**config.mk**
```make
export PLATFORM = sky130hd
export DESIGN_NAME = package_frame_sequencer
export DESIGN_NICKNAME = d
export VERILOG_FILES = /design/src/rtl/package_frame_sequencer.sv
export SDC_FILE = /design/constraint.sdc
export NUM_CORES = 1
export LEC_CHECK = 0
export ABC_AREA = 1
export BUFFER_PORTS_ARGS = -buffer_cell sky130_fd_sc_hd__buf_4
export CAP_MARGIN = 40
export CORE_ASPECT_RATIO = 2
export CORE_MARGIN = 2
export CORE_UTILIZATION = 55
export CTS_BUF_LIST = sky130_fd_sc_hd__clkbuf_16
export DETAILED_ROUTE_END_ITERATION = 8
export PLACE_DENSITY_LB_ADDON = 0.25
export SYNTH_ARGS = -nofsm -noshare
export SYNTH_HDL_FRONTEND = slang
export SYNTH_SLANG_ARGS = --single-unit
```
**constraint.sdc**
```tcl
create_clock -name clk -period 2.6 [get_ports clk]
set_input_delay 0.52 -clock clk [delete_from_list [all_inputs] [get_ports clk]]
set_output_delay 0.52 -clock clk [all_outputs]
set_load 0.02 [all_outputs]
```
**src/rtl/package_frame_sequencer.sv**
```systemverilog
// package_frame_sequencer
// Pulls bytes one at a time from the BlueTooth response FIFO and hunts for
// the package start byte. Each package is checked against its trailing
// checksum byte. PACKAGE_NUM consecutive good packages form one frame.
// The frame is offered to the window writer on a valid/ready handshake.
// Sync and checksum errors are counted for debug.
module package_frame_sequencer #(
  parameter int                    DATA_WIDTH    = 8,
  parameter int                    PACKAGE_SIZE  = 11,
  parameter int                    PACKAGE_NUM   = 4,
  parameter logic [DATA_WIDTH-1:0] START_BYTE    = 8'h55,
  parameter int                    PKG_IDX_WIDTH = 2,
  parameter int                    FRAME_WIDTH   = PACKAGE_SIZE*PACKAGE_NUM*DATA_WIDTH
) (
  input  logic                     clk,
  input  logic                     rst_n,
  input  logic                     sync_clr,
  input  logic                     fifo_empty,
  output logic                     fifo_r_en,
  input  logic [DATA_WIDTH-1:0]    fifo_data_i,
  output logic [FRAME_WIDTH-1:0]   frame_o,
  output logic                     frame_vld,
  input  logic                     frame_rdy,
  output logic [PKG_IDX_WIDTH-1:0] pkg_idx_o,
  output logic [7:0]               sync_err_cnt,
  output logic [7:0]               sum_err_cnt
);

  localparam int CNT_WIDTH = $clog2(PACKAGE_SIZE);

  // Byte position of the checksum inside a package, and the last package
  // index of a frame.
  localparam logic [CNT_WIDTH-1:0]     LAST_BYTE = CNT_WIDTH'(PACKAGE_SIZE - 1);
  localparam logic [CNT_WIDTH-1:0]     CNT_ONE   = CNT_WIDTH'(1);
  localparam logic [PKG_IDX_WIDTH-1:0] LAST_PKG  = PKG_IDX_WIDTH'(PACKAGE_NUM - 1);
  localparam logic [PKG_IDX_WIDTH-1:0] PKG_ONE   = PKG_IDX_WIDTH'(1);

  typedef enum logic [1:0] {
    StHunt = 2'd0,
    StBody = 2'd1,
    StHold = 2'd2
  } stateT;

  stateT                    stateReg,     stateNext;
  logic                     rdPendingReg, rdPendingNext;
  logic [CNT_WIDTH-1:0]     byteCntReg,   byteCntNext;
  logic [DATA_WIDTH-1:0]    sumReg,       sumNext;
  logic [PKG_IDX_WIDTH-1:0] pkgIdxReg,    pkgIdxNext;
  logic [FRAME_WIDTH-1:0]   frameReg,     frameNext;
  logic                     frameVldReg,  frameVldNext;
  logic [7:0]               syncErrReg,   syncErrNext;
  logic [7:0]               sumErrReg,    sumErrNext;

  // The new byte enters at the LSB end so the first byte of a frame ends up
  // in the MSBs once the whole frame has been shifted in.
  logic [FRAME_WIDTH-1:0] frameShifted;
  assign frameShifted = {frameReg[FRAME_WIDTH-DATA_WIDTH-1:0], fifo_data_i};

  // Debug counters stick at their maximum instead of wrapping.
  function automatic logic [7:0] satInc(input logic [7:0] value);
    return (value == 8'hFF) ? value : value + 8'd1;
  endfunction

  // State register: FSM state plus all datapath registers.
  always_ff @(posedge clk or negedge rst_n) begin
    if (!rst_n) begin
      stateReg     <= StHunt;
      rdPendingReg <= 1'b0;
      byteCntReg   <= '0;
      sumReg       <= '0;
      pkgIdxReg    <= '0;
      frameReg     <= '0;
      frameVldReg  <= 1'b0;
      syncErrReg   <= '0;
      sumErrReg    <= '0;
    end else begin
      stateReg     <= stateNext;
      rdPendingReg <= rdPendingNext;
      byteCntReg   <= byteCntNext;
      sumReg       <= sumNext;
      pkgIdxReg    <= pkgIdxNext;
      frameReg     <= frameNext;
      frameVldReg  <= frameVldNext;
      syncErrReg   <= syncErrNext;
      sumErrReg    <= sumErrNext;
    end
  end

  // Next-state logic: byte capture, checksum decision and frame handshake.
  always_comb begin
    stateNext     = stateReg;
    byteCntNext   = byteCntReg;
    sumNext       = sumReg;
    pkgIdxNext    = pkgIdxReg;
    frameNext     = frameReg;
    frameVldNext  = frameVldReg;
    syncErrNext   = syncErrReg;
    sumErrNext    = sumErrReg;
    // A read issued this cycle returns data that is captured next edge;
    // a pending read is always consumed on the edge that follows it.
    rdPendingNext = fifo_r_en;

    if (sync_clr) begin
      // Flush wins over any capture or handshake in the same cycle; a byte
      // returning from a read issued last cycle is simply dropped.
      stateNext     = StHunt;
      rdPendingNext = 1'b0;
      byteCntNext   = '0;
      sumNext       = '0;
      pkgIdxNext    = '0;
      frameNext     = '0;
      frameVldNext  = 1'b0;
      syncErrNext   = '0;
      sumErrNext    = '0;
    end else begin
      unique case (stateReg)
        StHunt: begin
          if (rdPendingReg) begin
            if (fifo_data_i == START_BYTE) begin
              frameNext   = frameShifted;
              sumNext     = START_BYTE;
              byteCntNext = CNT_ONE;
              stateNext   = StBody;
            end else begin
              syncErrNext = satInc(syncErrReg);
            end
          end
        end

        StBody: begin
          if (rdPendingReg) begin
            if (byteCntReg != LAST_BYTE) begin
              frameNext   = frameShifted;
              sumNext     = sumReg + fifo_data_i;
              byteCntNext = byteCntReg + CNT_ONE;
            end else if (fifo_data_i == sumReg) begin
              frameNext   = frameShifted;
              byteCntNext = '0;
              if (pkgIdxReg == LAST_PKG) begin
                frameVldNext = 1'b1;
                stateNext    = StHold;
              end else begin
                pkgIdxNext = pkgIdxReg + PKG_ONE;
                stateNext  = StHunt;
              end
            end else begin
              // Bad checksum: the whole partial frame is abandoned. The
              // frame register keeps stale bytes, which are shifted out by
              // the next full frame before frame_vld can rise again.
              byteCntNext = '0;
              pkgIdxNext  = '0;
              sumErrNext  = satInc(sumErrReg);
              stateNext   = StHunt;
            end
          end
        end

        StHold: begin
          if (frame_rdy) begin
            frameVldNext = 1'b0;
            pkgIdxNext   = '0;
            stateNext    = StHunt;
          end
        end

        default: begin
          stateNext = StHunt;
        end
      endcase
    end
  end

  // Output logic: one outstanding read at most, none while a frame is held.
  // The read is also suppressed during reset and flush so that no FIFO byte
  // is popped and then thrown away by the clear.
  always_comb begin
    fifo_r_en = rst_n && !sync_clr && !fifo_empty && !rdPendingReg &&
                (stateReg != StHold);
  end

  assign frame_o      = frameReg;
  assign frame_vld    = frameVldReg;
  assign pkg_idx_o    = pkgIdxReg;
  assign sync_err_cnt = syncErrReg;
  assign sum_err_cnt  = sumErrReg;

endmodule

```
# Word level (Yosys, flattened, before mapping)
# Index checks and enable logic that the tools add are counted.
# totals
ff_bits	386
output_inout_bits	372
elab_cells	112
input_bits	13
# classes
mux	53
n_addsub	5
reduce_logical	21
eq_ne	24
# ops
cell	n
two-way mux 352 bit	6
one-hot mux 352 bit (2 select lines)	1
two-way mux 8 bit	16
two-way mux 2 bit	13
AND reduction 5 bit	5
!= test 3 bit, second input constant	8
two-way mux 4 bit	5
adder 8 x 1 -> 8 bit, second input constant	2
== test 8 bit, second input constant	2
one-hot mux 8 bit (2 select lines)	1
!= test 2 bit, second input constant	6
!= test 4 bit, second input constant	3
adder 8 bit	1
== test 8 x 7 -> 1 bit, second input constant	1
== test 8 bit	1
one-hot mux 4 bit (2 select lines)	1
AND reduction 4 bit	2
two-way mux 1 bit	7
one-hot mux 2 bit (3 select lines)	1
AND reduction 6 bit	1
nonzero test 2 bit	3
nonzero test 3 bit	2
adder 4 x 1 -> 4 bit, second input constant	1
== test 2 bit, second input constant	2
7 further kinds	12

# Logic depth before layout (Yosys ltp)
# logic_depth
word_depth	7
mapped_depth	13
mapped_depth_nobuf	11

# Worst setup path after synthesis
# No wires, ideal clock.
# synth_timing
kind	input to register
start	input fifo_data_i[4]
end	register frameReg[108] (netlist: frame_o[108])
path_buffers	2
slack_ns	0.556
stages	12
arrival_ns	1.979
cell_sequence	ha_1 -> inv_2 -> nand2_1 -> nor2_1 -> nand2_1 -> nor2_1 -> nand3_1 -> nand2_2 -> buf_6 -> buf_2 -> nand2_1 -> nand2_1
# synth_via
elab_chain_cells	3
word_cells_on_any_way	5
cone_classes	eq/ne: 4; reduce/logical: 1
# synth_lines
item	line	text
from (decl)	20	input logic [DATA_WIDTH-1:0] fifo_data_i,
== test 8 bit or == test 8 x 7 -> 1 bit (tied branches)	136, 119	
!= test 4 bit (no source line) or != test 3 bit (tied branches)	--	
AND reduction 5 bit (no source line) *	--	
to (signal assigned)	82	frameReg <= frameNext;
to (decl)	49	logic [FRAME_WIDTH-1:0] frameReg, frameNext;
# Every way passes the cells marked *; elsewhere a longest branch is shown, timed or not.
# A chain may end at the register's enable or synchronous reset.

# Final worst setup path
# layout_timing
start	register sumReg[4]
end	register frameReg[294] (netlist: frame_o[294])
# layout_via
elab_chain_cells	3
# layout_lines
item	line	text
from (decl)	47	logic [DATA_WIDTH-1:0] sumReg, sumNext;
from (signal assigned)	80	sumReg <= sumNext;
== test 8 bit	136	end else if (fifo_data_i == sumReg) begin
!= test 4 bit (no source line)	--	
AND reduction 5 bit (no source line)	--	
# Every way passes these cells.

==> flow_metrics.tcl <==
set metrics [dict create \
    yosys.cell_types.count 29 \
    portBuffers 384 \
    critPathArrivalTime_ns 2.83 \
    min_period_over_period_pct 91.6 \
    synth_edf_count 0 \
    antenna_found_initial 0 \
    seqCellArea_sq_mm 0.00966 \
    rsz0062_at_grt "false" \
    power_density_mw_per_mm2 701 \
    drt-met1-wl_um 18000 \
    synthFlopType "dfrtp_1" \
    gp_congestion 0.884 \
    drtAntennaViolNets 0 \
    grt_max_degree 190 \
    dr_total_vias 16300 \
    clk_latency_ns 0.52 \
    cts.repair.resized 0 \
    cts_tree "built" \
    pin_count 385 \
    slowest_delay_ns 0.49 \
    power_frac_seq_pct 40.7 \
    synthCells 2567 \
    cts_hold_buffers 0 \
    slew_violations 0 \
    drive_above_1_share_pct 16.6 \
    cts_num_sinks 386 \
    first_iter_violations 1057 \
    start_util_pct 55.6 \
    dr_wl_met2_um 24600 \
    ys_top_cells_by_area "dfrtp_1, nand2_1, nor2_1" \
    cp_common_cell "nand2_1" \
    relSlewSlack_pct 34.9 \
    cts.htree.levels 2 \
    reg2reg_depth 11 \
    rows 95 \
    syn_area_sq_mm 0.0186 \
    yosys_warnings 0 \
    drcViolationCount 0 \
    core_sq_mm 0.0334 \
    clk_pin_slew_ns 0.07 \
    whs_ns 0.0863 \
    cap_violations 0 \
    die-area_sq_mm 0.0353 \
    dieHeight_um 264 \
    period_needed_ns 2.38 \
    combPwrFrac_pct 23.6 \
    critical_path.cell_chain "ha_1 > inv_2 > nand2_1 > nor2_1 > nand2_1 > nor2_1 > buf_4 > o21ai_4 > buf_12 > nand2_1 > nand2_1" \
    ys_ff_latch 386 \
    drtPass1Iterations 8 \
    tns_ns 0 \
    critPathKind "reg -> reg" \
    ys_top_cells_by_count "nand2_1, nor2_1, dfrtp_1" \
    overflow 0 \
    end_kind "register" \
    cellLeakagePower_nw 13.0 \
    wl_per_cell_um 14.7 \
    finalClockSkew_ns 0.0134 \
    wl_um 49200 \
    track_usage_pct 27.8 \
    worst_path_max_delay_cell "buf_12" \
    grt_pass1_wl_um 80000 \
    numCtsBuffers 35 \
    clockBufferDepth 3 \
    p_clk_share_pct 35.7 \
    yosys.cell_count.top_type "nand2_1" \
    tightest_slew_ns 0.976 \
    synth_top_area_share_pct 52.0 \
    via_per_inst 4.84 \
    top_layer_used "met4" \
    ir_worst_vdd_uv 734 \
    area_growth_pct 23.4 \
    fp.dieW_um 134 \
    grt_pass1_vias 16000 \
    switching_share_pct 32.1 \
    avgSynthCellArea_sq_um 7.23 \
    critical-path-top-delay-family "buffers and inverters" \
    synth-async-reset-ratio_pct 100 \
    critPathMaxFanout 144 \
    p_int_mw 10.9 \
    cp-start-kind "register" \
    cts_root_buf "clkbuf_16" \
    syn_nets 2593 \
    setup_viol 0 \
    final_net_count 2924 \
    hpwl_um 33800 \
    fill_cells 2730 \
    antenna_cells 0 \
    yosys.area.top_type "dfrtp_1" \
    hp-class "in -> async" \
    critPathRequiredTime_ns 3.05 \
    ys_seq_area_share_pct 52.0 \
    path_depth 11 \
    p_sw_mw 5.15 \
    path_buf_inv 3 \
    cts_setup_buffers 0 \
    hold_viol_final 0 \
    wl_met3_um 3220 \
    multiInputGateArea_sq_mm 0.00667 \
    max_freq_mhz 420 \
    status "finished, final reports clean" \
]
per-layer routing:
metal,GRT usage (%),vias up
li1,-,8031
met1,31.5,7529
met2,47.9,526
met3,5.72,171
met4,16.6,0
met5,0,-
path summary, 6_finish.rpt:
check                      slack (ns)      endpoint    startpoint
max                              0.22  frame_o[294]     sumReg[4]
min                              0.09   frame_o[59]         rst_n
max reg2reg                      0.22  frame_o[294]     sumReg[4]
min reg2reg                      0.48  frame_o[346]  frame_o[346]
max in group asynchronous        1.77  frame_o[170]         rst_n
min in group clk                 0.18  rdPendingReg    fifo_empty
through the flow:
stage | power, mW | worst slack [ns] | cells | utilization (%) | area, sq um
CTS | 16.2 | 0.249 | 3358 | 68.6 | 22900
global route | 16.8 | 0.0778 | 3358 | 68.6 | 22900
detailed placement | 10.4 | 0.0747 | 3297 | 64.8 | 21700
global placement | 10.4 | 0.123 | 3297 | 64.8 | 21700
finish | 16.1 | 0.218 | 3358 | 68.6 | 22900
floorplan | 9.47 | 0.556 | 2567 | - | 18600
power by group through the flow:
stage / clock, mW / sequential (mW) / combinational [mW]
after floorplan: 0 / 6.87 / 2.60
after global placement: 0 / 6.64 / 3.74
after detailed placement: 0 / 6.65 / 3.78
after CTS: 5.86 / 6.54 / 3.80
after global routing: 6.07 / 6.57 / 4.15
final: 5.74 / 6.54 / 3.79
cells in the final DEF, fill, tap and decap left out, types with 4 or more instances in the layout:
cell and count:
buf_12 17, buf_4 396, bufinv_16 9, clkbuf_16 37
clkinv_1 6, clkinv_2 5, dfrtp_1 386, ha_1 12
inv_1 379, inv_2 8, nand2_1 1174, nand3_1 38
nand3b_1 4, nand4_1 10, nor2_1 389, nor3_1 5
o21ai_0 13, xor2_1 8
layout make-up:
type | count | share of cell area (%)
Inverter | 384 | 6.29
Multi-Input combinational cell | 1676 | 29.1
Sequential cell | 386 | 42.1
Clock buffer | 37 | 4.04
Tap cell | 436 | 2.38
Timing Repair Buffer | 415 | 14.6
Clock inverter | 24 | 1.47
state kept, by name, summed over array words and instances (netlist names):
register	cells
sync_err_cnt	8
pkg_idx_o	2
rdPendingReg	1
frame_o	352
frame_vld	1
sum_err_cnt	8
byteCntReg	4
stateReg	2
sumReg	8
worst reg2reg max path, cell delays in order, from the launching register on:
cell and delay, ns:
dfrtp_1 0.40, ha_1 0.37, inv_2 0.07, nand2_1 0.07
nor2_1 0.05, nand2_1 0.06, nor2_1 0.05, buf_4 0.15
o21ai_4 0.22, buf_12 0.49, nand2_1 0.26, nand2_1 0.12
kinds of logic after synthesis:
| logic type | Yosys count | synth area share, % |
|---|---|---|
| flops | 386 | 52.0 |
| xor+xnor | 11 | 0.519 |
| fa+ha+maj | 13 | 0.916 |
| compound gates | 19 | 0.539 |
| buf+inv | 505 | 12.2 |
| simple gates | 1633 | 33.8 |
Note: power is estimated with default switching activity, not from simulation.
